File: src/rtl/ocrom_loader_if.sv
// Stream-in and Avalon-MM master bundle for ocrom_loader.
// master = the loader side, slave = word source plus on-chip memory.
interface ocrom_loader_if #(
   parameter int ADDR_W = 10
);
   logic [31:0]       in_data;
   logic              in_valid;
   logic              in_ready;
   logic [ADDR_W-1:0] avm_address;
   logic              avm_chipselect;
   logic              avm_write;
   logic [31:0]       avm_writedata;
   logic [3:0]        avm_byteenable;
   logic              avm_debugaccess;
   logic              avm_clken;
   logic [31:0]       avm_readdata;

   modport master (
      input  in_data, in_valid, avm_readdata,
      output in_ready, avm_address, avm_chipselect, avm_write,
             avm_writedata, avm_byteenable, avm_debugaccess, avm_clken
   );

   modport slave (
      output in_data, in_valid, avm_readdata,
      input  in_ready, avm_address, avm_chipselect, avm_write,
             avm_writedata, avm_byteenable, avm_debugaccess, avm_clken
   );
endinterface

File: src/rtl/ocrom_loader.sv
// Fills the Nios II on-chip instruction memory from a word stream, one debug write per cycle.
// Define OCROM_LOADER_VERIFY_EN to add the read-back pass with additive checksum.
//
// Handshake: a stream word transfers in every cycle where in_valid and in_ready are both 1
// at the rising edge; in_ready depends on state only and never on in_valid.
module ocrom_loader #(
   parameter int ADDR_W = 10,
   parameter int WORDS  = 1024
) (
   input  logic              clk,
   input  logic              reset_n,
   input  logic              start_i,
   input  logic [ADDR_W:0]   length_i,
   output logic              busy_o,
   output logic              done_o,
   output logic              error_o,
   output logic [2:0]        dbg_state_o,
   ocrom_loader_if.master    bus
);

   typedef enum logic [2:0] {
      S_IDLE  = 3'd0,
      S_WRITE = 3'd1,
      S_RD    = 3'd2,
      S_CAP   = 3'd3,
      S_FIN   = 3'd4
   } state_e;

   localparam logic [ADDR_W:0] WORDS_L = (ADDR_W+1)'(WORDS);

   state_e            state_q, state_d;
   logic [ADDR_W:0]   cnt_q, cnt_d;
   logic [ADDR_W:0]   len_q, len_d;
   logic              busy_q, done_q;
   logic [ADDR_W:0]   len_clamped;

   logic              in_ready;
   logic              cs;
   logic              wr;
   logic [ADDR_W-1:0] addr;
   logic [31:0]       wdata;

`ifdef OCROM_LOADER_VERIFY_EN
   logic [31:0]       sum_q, sum_d;
   logic              error_q, error_d;
   logic              rd_pend_q;
`endif

   assign len_clamped = (length_i > WORDS_L) ? WORDS_L : length_i;

   always_comb begin
      state_d  = state_q;
      cnt_d    = cnt_q;
      len_d    = len_q;
      in_ready = 1'b0;
      cs       = 1'b0;
      wr       = 1'b0;
      addr     = '0;
      wdata    = '0;
`ifdef OCROM_LOADER_VERIFY_EN
      sum_d    = sum_q;
      error_d  = error_q;
`endif
      case (state_q)
         S_IDLE: begin
            if (start_i) begin
               len_d = len_clamped;
               cnt_d = '0;
`ifdef OCROM_LOADER_VERIFY_EN
               sum_d   = '0;
               error_d = 1'b0;
`endif
               state_d = (len_clamped == '0) ? S_FIN : S_WRITE;
            end
         end
         S_WRITE: begin
            in_ready = 1'b1;
            // Strobes follow in_valid in the same cycle so each word lands as it is offered.
            if (bus.in_valid) begin
               cs    = 1'b1;
               wr    = 1'b1;
               addr  = cnt_q[ADDR_W-1:0];
               wdata = bus.in_data;
               cnt_d = cnt_q + 1'b1;
`ifdef OCROM_LOADER_VERIFY_EN
               sum_d = sum_q + bus.in_data;
`endif
               if (cnt_q == len_q - 1'b1) begin
`ifdef OCROM_LOADER_VERIFY_EN
                  state_d = S_RD;
                  cnt_d   = '0;
`else
                  state_d = S_FIN;
`endif
               end
            end
         end
         S_RD: begin
            cs    = 1'b1;
            addr  = cnt_q[ADDR_W-1:0];
            cnt_d = cnt_q + 1'b1;
            if (cnt_q == len_q - 1'b1) begin
               state_d = S_CAP;
            end
         end
         S_CAP: begin
            state_d = S_FIN;
         end
         S_FIN: begin
            state_d = S_IDLE;
         end
         default: begin
            state_d = S_IDLE;
         end
      endcase
`ifdef OCROM_LOADER_VERIFY_EN
      // Read data returns one cycle after its address; rd_pend_q marks that cycle.
      if (rd_pend_q) begin
         sum_d = sum_d - bus.avm_readdata;
      end
      if (state_d == S_FIN) begin
         error_d = (sum_d != 32'd0);
      end
`endif
   end

   always_ff @(posedge clk or negedge reset_n) begin
      if (!reset_n) begin
         state_q <= S_IDLE;
         cnt_q   <= '0;
         len_q   <= '0;
         busy_q  <= 1'b0;
         done_q  <= 1'b0;
      end else begin
         state_q <= state_d;
         cnt_q   <= cnt_d;
         len_q   <= len_d;
         busy_q  <= (state_d == S_WRITE) || (state_d == S_RD) || (state_d == S_CAP);
         done_q  <= (state_d == S_FIN);
      end
   end

`ifdef OCROM_LOADER_VERIFY_EN
   always_ff @(posedge clk or negedge reset_n) begin
      if (!reset_n) begin
         sum_q     <= '0;
         error_q   <= 1'b0;
         rd_pend_q <= 1'b0;
      end else begin
         sum_q     <= sum_d;
         error_q   <= error_d;
         rd_pend_q <= (state_q == S_RD);
      end
   end

   assign error_o = error_q;
`else
   logic unused_rdata;
   assign unused_rdata = ^bus.avm_readdata;
   assign error_o      = 1'b0;
`endif

   assign busy_o      = busy_q;
   assign done_o      = done_q;
   assign dbg_state_o = state_q;

   assign bus.in_ready        = in_ready;
   assign bus.avm_chipselect  = cs;
   assign bus.avm_write       = wr;
   assign bus.avm_debugaccess = wr;
   assign bus.avm_address     = addr;
   assign bus.avm_writedata   = wdata;
   assign bus.avm_byteenable  = 4'hF;
   assign bus.avm_clken       = 1'b1;

endmodule
File: src/flat_wrapper.sv
// flat-port wrapper written by rule: the top's interface ports become plain ports
module ocrom_loader_flat 
#(
   parameter int ADDR_W = 10,
   parameter int WORDS  = 1024
)
  (clk, reset_n, start_i, length_i, busy_o, done_o, error_o, dbg_state_o, bus_in_data, bus_in_valid, bus_avm_readdata, bus_in_ready, bus_avm_address, bus_avm_chipselect, bus_avm_write, bus_avm_writedata, bus_avm_byteenable, bus_avm_debugaccess, bus_avm_clken);
  ocrom_loader_if #(.ADDR_W(ADDR_W)) bus_i ();
  input  logic clk;
  input  logic reset_n;
  input  logic start_i;
  input  logic [ADDR_W:0] length_i;
  output logic busy_o;
  output logic done_o;
  output logic error_o;
  output logic [2:0] dbg_state_o;
  input wire logic [$bits(bus_i.in_data)-1:0] bus_in_data;
  input wire logic [$bits(bus_i.in_valid)-1:0] bus_in_valid;
  input wire logic [$bits(bus_i.avm_readdata)-1:0] bus_avm_readdata;
  output wire logic [$bits(bus_i.in_ready)-1:0] bus_in_ready;
  output wire logic [$bits(bus_i.avm_address)-1:0] bus_avm_address;
  output wire logic [$bits(bus_i.avm_chipselect)-1:0] bus_avm_chipselect;
  output wire logic [$bits(bus_i.avm_write)-1:0] bus_avm_write;
  output wire logic [$bits(bus_i.avm_writedata)-1:0] bus_avm_writedata;
  output wire logic [$bits(bus_i.avm_byteenable)-1:0] bus_avm_byteenable;
  output wire logic [$bits(bus_i.avm_debugaccess)-1:0] bus_avm_debugaccess;
  output wire logic [$bits(bus_i.avm_clken)-1:0] bus_avm_clken;
  assign bus_i.in_data = bus_in_data;
  assign bus_i.in_valid = bus_in_valid;
  assign bus_i.avm_readdata = bus_avm_readdata;
  assign bus_in_ready = bus_i.in_ready;
  assign bus_avm_address = bus_i.avm_address;
  assign bus_avm_chipselect = bus_i.avm_chipselect;
  assign bus_avm_write = bus_i.avm_write;
  assign bus_avm_writedata = bus_i.avm_writedata;
  assign bus_avm_byteenable = bus_i.avm_byteenable;
  assign bus_avm_debugaccess = bus_i.avm_debugaccess;
  assign bus_avm_clken = bus_i.avm_clken;
  ocrom_loader #(.ADDR_W(ADDR_W), .WORDS(WORDS)) u_core (.clk(clk), .reset_n(reset_n), .start_i(start_i), .length_i(length_i), .busy_o(busy_o), .done_o(done_o), .error_o(error_o), .dbg_state_o(dbg_state_o), .bus(bus_i));
endmodule
File: config.mk
export PLATFORM = sky130hd
export DESIGN_NAME = ocrom_loader_flat
export DESIGN_NICKNAME = d
export VERILOG_FILES = /design/src/rtl/ocrom_loader_if.sv /design/src/rtl/ocrom_loader.sv /design/src/flat_wrapper.sv
export SDC_FILE = /design/constraint.sdc
export NUM_CORES = 1
export LEC_CHECK = 0
export ABC_AREA = 1
export CAP_MARGIN = 20
export CORE_ASPECT_RATIO = 1.4
export CORE_UTILIZATION = 37
export DETAILED_ROUTE_END_ITERATION = 8
export PLACE_DENSITY = 0.82
export SLEW_MARGIN = 5
export SYNTH_ARGS = -nofsm -noshare
export SYNTH_HDL_FRONTEND = slang
export SYNTH_SLANG_ARGS = --single-unit
File: constraint.sdc
create_clock -name clk -period 1.96 [get_ports clk]
set_input_delay 0.392 -clock clk [delete_from_list [all_inputs] [get_ports clk]]
set_output_delay 0.392 -clock clk [all_outputs]
set_load 0.05 [all_outputs]
==> qor.log <==
INFO  finish         area_growth=91.2%
INFO  route          wirelength=6990um
INFO  power_and_ir_drop cellPowerDensity=1130mW/mm2
INFO  route          routed-via-count=2601
INFO  power_and_ir_drop seq_power_share=20.6%
INFO  worst_setup_path setup.worst_path.class=reg2out
INFO  power_and_ir_drop intPower=0.00222W
INFO  finish         layout-drive-gt1-share=33.1%
INFO  global_route   grt_use_total=24.5%
INFO  route          drcViolationCount=0
INFO  clock_tree     post_cts_hold_buffer_count=0
INFO  power_and_ir_drop power.static_leakage=1.83nW
INFO  clock_tree     cts-root-buf=clkbuf_8
INFO  worst_setup_path cp_data_arrival_time=1.64ns
INFO  timing         report.final.slew_viol_count=0
INFO  place          placed_area=0.00390mm2
INFO  worst_setup_path critical_path_peak_fanout=5
INFO  synth          yosys.cell_count.top_type=nand2_1
INFO  floorplan      design.core.area=0.00553mm2
INFO  clock_tree     largest_buffer_count_on_any_clock_path=2
INFO  clock_tree     clkLatencyLatePin=0.28ns
INFO  power_and_ir_drop clockPowerShare=7.3%
INFO  worst_setup_path required=1.57ns
INFO  timing         final_skew=0.00548ns
INFO  synth          synth-edff-count=0
INFO  synth          yosys.area_share.simple=42.0%
INFO  worst_setup_path cp-end-kind=output pin
INFO  worst_setup_path timing.critical_path.from_type=flip-flop
INFO  route          first_pass_iters=4
INFO  synth          netlist.top_cell.by_area=dfrtp_1
INFO  floorplan      die_y=91.6um
INFO  global_route   grt_pass1_wl=11400um
INFO  global_route   antenna_found_initial=0
INFO  timing         hold_ws=0.480ns
INFO  timing         fin_setup_tns=-0.987ns
INFO  timing         fin_crit_sh=103%
INFO  timing         number_of_hold_violations_in_the_final_report=0
INFO  synth          dominantRegCellSynth=dfrtp_1
INFO  synth          synth_top_family_by_area=simple AND/OR/NAND/NOR gates
INFO  route          initial_drt_markers=222
INFO  floorplan      die_area=0.00604mm2
INFO  synth          mappedNetlistArea=0.00212mm2
INFO  place          gpl.final_weighted_congestion=0.903
INFO  synth          synth.top_cell.area_share=31.9%
INFO  floorplan      top_level_ports=136
INFO  worst_setup_path regToRegSetupSlack=0ns
INFO  global_route   vias_in_the_first_global_route=2594
INFO  synth          syn-mean-instance-area=6.37um2
INFO  flow_run       drv_cap=0
INFO  timing         final.min_clock_period=2.03ns
INFO  synth          synth_top_cells_by_count=nand2_1 (90), nor2_1 (59), inv_1 (43), dfrtp_1 (27), nand3_1 (19)
INFO  place          place.detailed.hpwl=5650um
INFO  finish         num_antenna_cells=0
INFO  timing         rsz0062_at_grt=true
INFO  worst_setup_path critical_path.reg2reg.startpoint=u_core.dbg_state_o[1]$_DFF_PN0_
INFO  place          buffer_ports.inserted=97
INFO  clock_tree     deepest_level_of_the_cts_h_tree=1
INFO  synth          synthesis.yosys.warnings=0
INFO  place          dpl_worst_slack=-0.187ns
INFO  synth          synthCells=333
INFO  worst_setup_path timing.critical_path.from=u_core.dbg_state_o[1]$_DFF_PN0_
INFO  floorplan      die_x=66.0um
INFO  power_and_ir_drop combinationalPowerShare=72.1%
INFO  clock_tree     cts.clk_slew.worst_paths=0.10ns
INFO  timing         max_clock_freq=0.493GHz
INFO  run_status     run_status=finished with violations
INFO  route          wl_per_cell=13.6um
INFO  synth          post_synthesis_share_of_cell_area_spent_on_full_adders_half_adders_and_majority_gates=1.18%
INFO  synth          synth_cell_types=31
INFO  timing         finalWorstSetupSlack=-0.0673ns
INFO  synth          synth-compound-area-share=8.20%
INFO  timing         setup-violations-final=25
INFO  finish         finalInstanceArea=0.00406mm2
INFO  power_and_ir_drop p_total=0.00460W
INFO  route          antenna_left=0
INFO  synth          synth_xor_xnor_area_share=3.72%
INFO  worst_setup_path crit_path_capture=bus_avm_address[7]
INFO  run_status     failed_checks=negative setup slack
INFO  synth          yosys-mux-area-fraction=0%
INFO  floorplan      start_util=38.4%
INFO  power_and_ir_drop largest_vdd_supply_drop=0.543mV
INFO  power_and_ir_drop p_switching=0.00238W
INFO  power_and_ir_drop power_switching_share=51.7%
INFO  worst_setup_path worst-r2r-cell-count=13
INFO  clock_tree     cts_num_sinks=27
INFO  hold_path      worstHoldPathType=in2async
INFO  worst_setup_path regToRegEndpoint=u_core.busy_o$_DFF_PN0_
INFO  synth          yosysSeqAreaShare=31.9%
INFO  clock_tree     cts_inserted_buffers=3
INFO  synth          synth_async_sr_flop_share=100%
INFO  clock_tree     tritoncts_clock_tree=yes
INFO  finish         design.final.nets=529
INFO  synth          netlist_top_cells_area=dfrtp_1 (32%), nand2_1 (16%), nor2_1 (10%)
INFO  route          avgViaCountPerCell=5.05
INFO  floorplan      standard_cell_row_count=32
INFO  global_route   grt_start_max_net_pins=34
INFO  global_route   grt_overflow=0
INFO  synth          synth_seq_cells=27
-- power groups by stage --
stage | logic (W) | registers [W] | clock network (W)
finish | 0.00331 | 0.000949 | 0.000334
global route | 0.00358 | 0.000970 | 0.000366
floorplan | 0.00199 | 0.000938 | 0
detailed placement | 0.00318 | 0.000950 | 0
CTS | 0.00322 | 0.000939 | 0.000331
global placement | 0.00311 | 0.000943 | 0
-- layout by cell type (no fill, tap or decap), types with 2 or more instances in the layout --
| cell type | netlist | layout |
|---|---|---|
| nand2_1 | 90 | 89 |
| clkdlybuf4s50_1 | 0 | 47 |
| buf_12 | 0 | 46 |
| inv_1 | 43 | 39 |
| nor2_2 | 7 | 35 |
| buf_4 | 7 | 26 |
| dfrtp_1 | 27 | 24 |
| nand3_1 | 19 | 19 |
| nor2_4 | 1 | 16 |
| nor2_1 | 59 | 16 |
| o22ai_1 | 10 | 10 |
| a21oi_1 | 8 | 8 |
| nor3_1 | 8 | 7 |
| xor2_1 | 6 | 6 |
| conb_1 | 2 | 6 |
| nand4_1 | 5 | 5 |
| o21ai_0 | 5 | 5 |
| inv_2 | 1 | 4 |
| nor4_1 | 4 | 4 |
| nand3b_1 | 3 | 3 |
| xnor2_1 | 3 | 3 |
| o31ai_1 | 3 | 3 |
| clkbuf_8 | 0 | 3 |
| dfrtp_2 | 0 | 3 |
| nand2_4 | 2 | 2 |
| inv_4 | 1 | 2 |
| nor3_4 | 1 | 2 |
| o211ai_1 | 2 | 2 |
-- state kept, by name, indices dropped and copies added, names as in the netlist --
| register | cells |
|---|---|
| u_core.cnt_q | 11 |
| u_core.len_q | 11 |
| u_core.dbg_state_o | 3 |
| u_core.busy_o | 1 |
| u_core.done_o | 1 |
-- timing repair --
item                       4_1_cts  5_1_grt
resized for setup                5       11
cloned                           1        0
setup buffers                    2        2
pin swaps                        3        9
setup endpoints to repair       44       18
-- critical path, cell delays in order (launching register included) --
cell and delay [ns]:
dfrtp_2 0.46, nor2_4 0.15, nand2_4 0.08, nor2_4 0.10
inv_2 0.07, nand2_8 0.14, clkinv_8 0.09, nor2_4 0.13
buf_12 0.14
-- per-stage QoR --
stage | utilization [%] | std cells
final | 73.4 | 515
after global routing | 73.4 | 515
after CTS | 72.4 | 513
after detailed placement | 70.6 | 506
after global placement | 70.6 | 506
after floorplan | - | 337
-- worst min-delay path by stage --
stage          slack, ns                      endpoint
6_report            0.48   u_core.len_q[5]$_DFFE_PN0P_
4_1_cts             0.50   u_core.len_q[4]$_DFFE_PN0P_
5_1_grt             0.50   u_core.len_q[4]$_DFFE_PN0P_
3_3_place_gp        0.49  u_core.len_q[10]$_DFFE_PN0P_
2_1_floorplan        0.1       u_core.busy_o$_DFF_PN0_
3_5_place_dp        0.51  u_core.len_q[10]$_DFFE_PN0P_
-- cells by family (layout without fill, tap and decap cells) --
kind of cell    Yosys count  in the layout
fa+ha+maj                 2              2
compound gates           29             29
xor+xnor                  9              9
flops                    27             27
simple gates            201            201
buf+inv                  63            173
other cells               2              6
-- area by class of cell --
cell class	count	area (um2)
timing repair buffer	121	1610
fill	409	1470
multi-input combinational	247	1410
sequential	27	679
inverter	47	208
tap	68	85.1
clock buffer	3	41.3
timing repair inverter	1	16.3
clock inverter	1	5.00
-- metal layers --
| metal | wire length [um] | part of all wire [%] | GRT usage (%) | vias to the layer above |
|---|---|---|---|---|
| li1 | - | - | - | 1262 |
| met1 | 2380 | 34 | 25.7 | 1174 |
| met2 | 3710 | 53 | 44.4 | 144 |
| met3 | 668 | 9.6 | 7.16 | 21 |
| met4 | 231 | 3.3 | 9.57 | 0 |
| met5 | 0 | 0 | 0 | - |
Note: power is estimated with default switching activity, not from simulation.
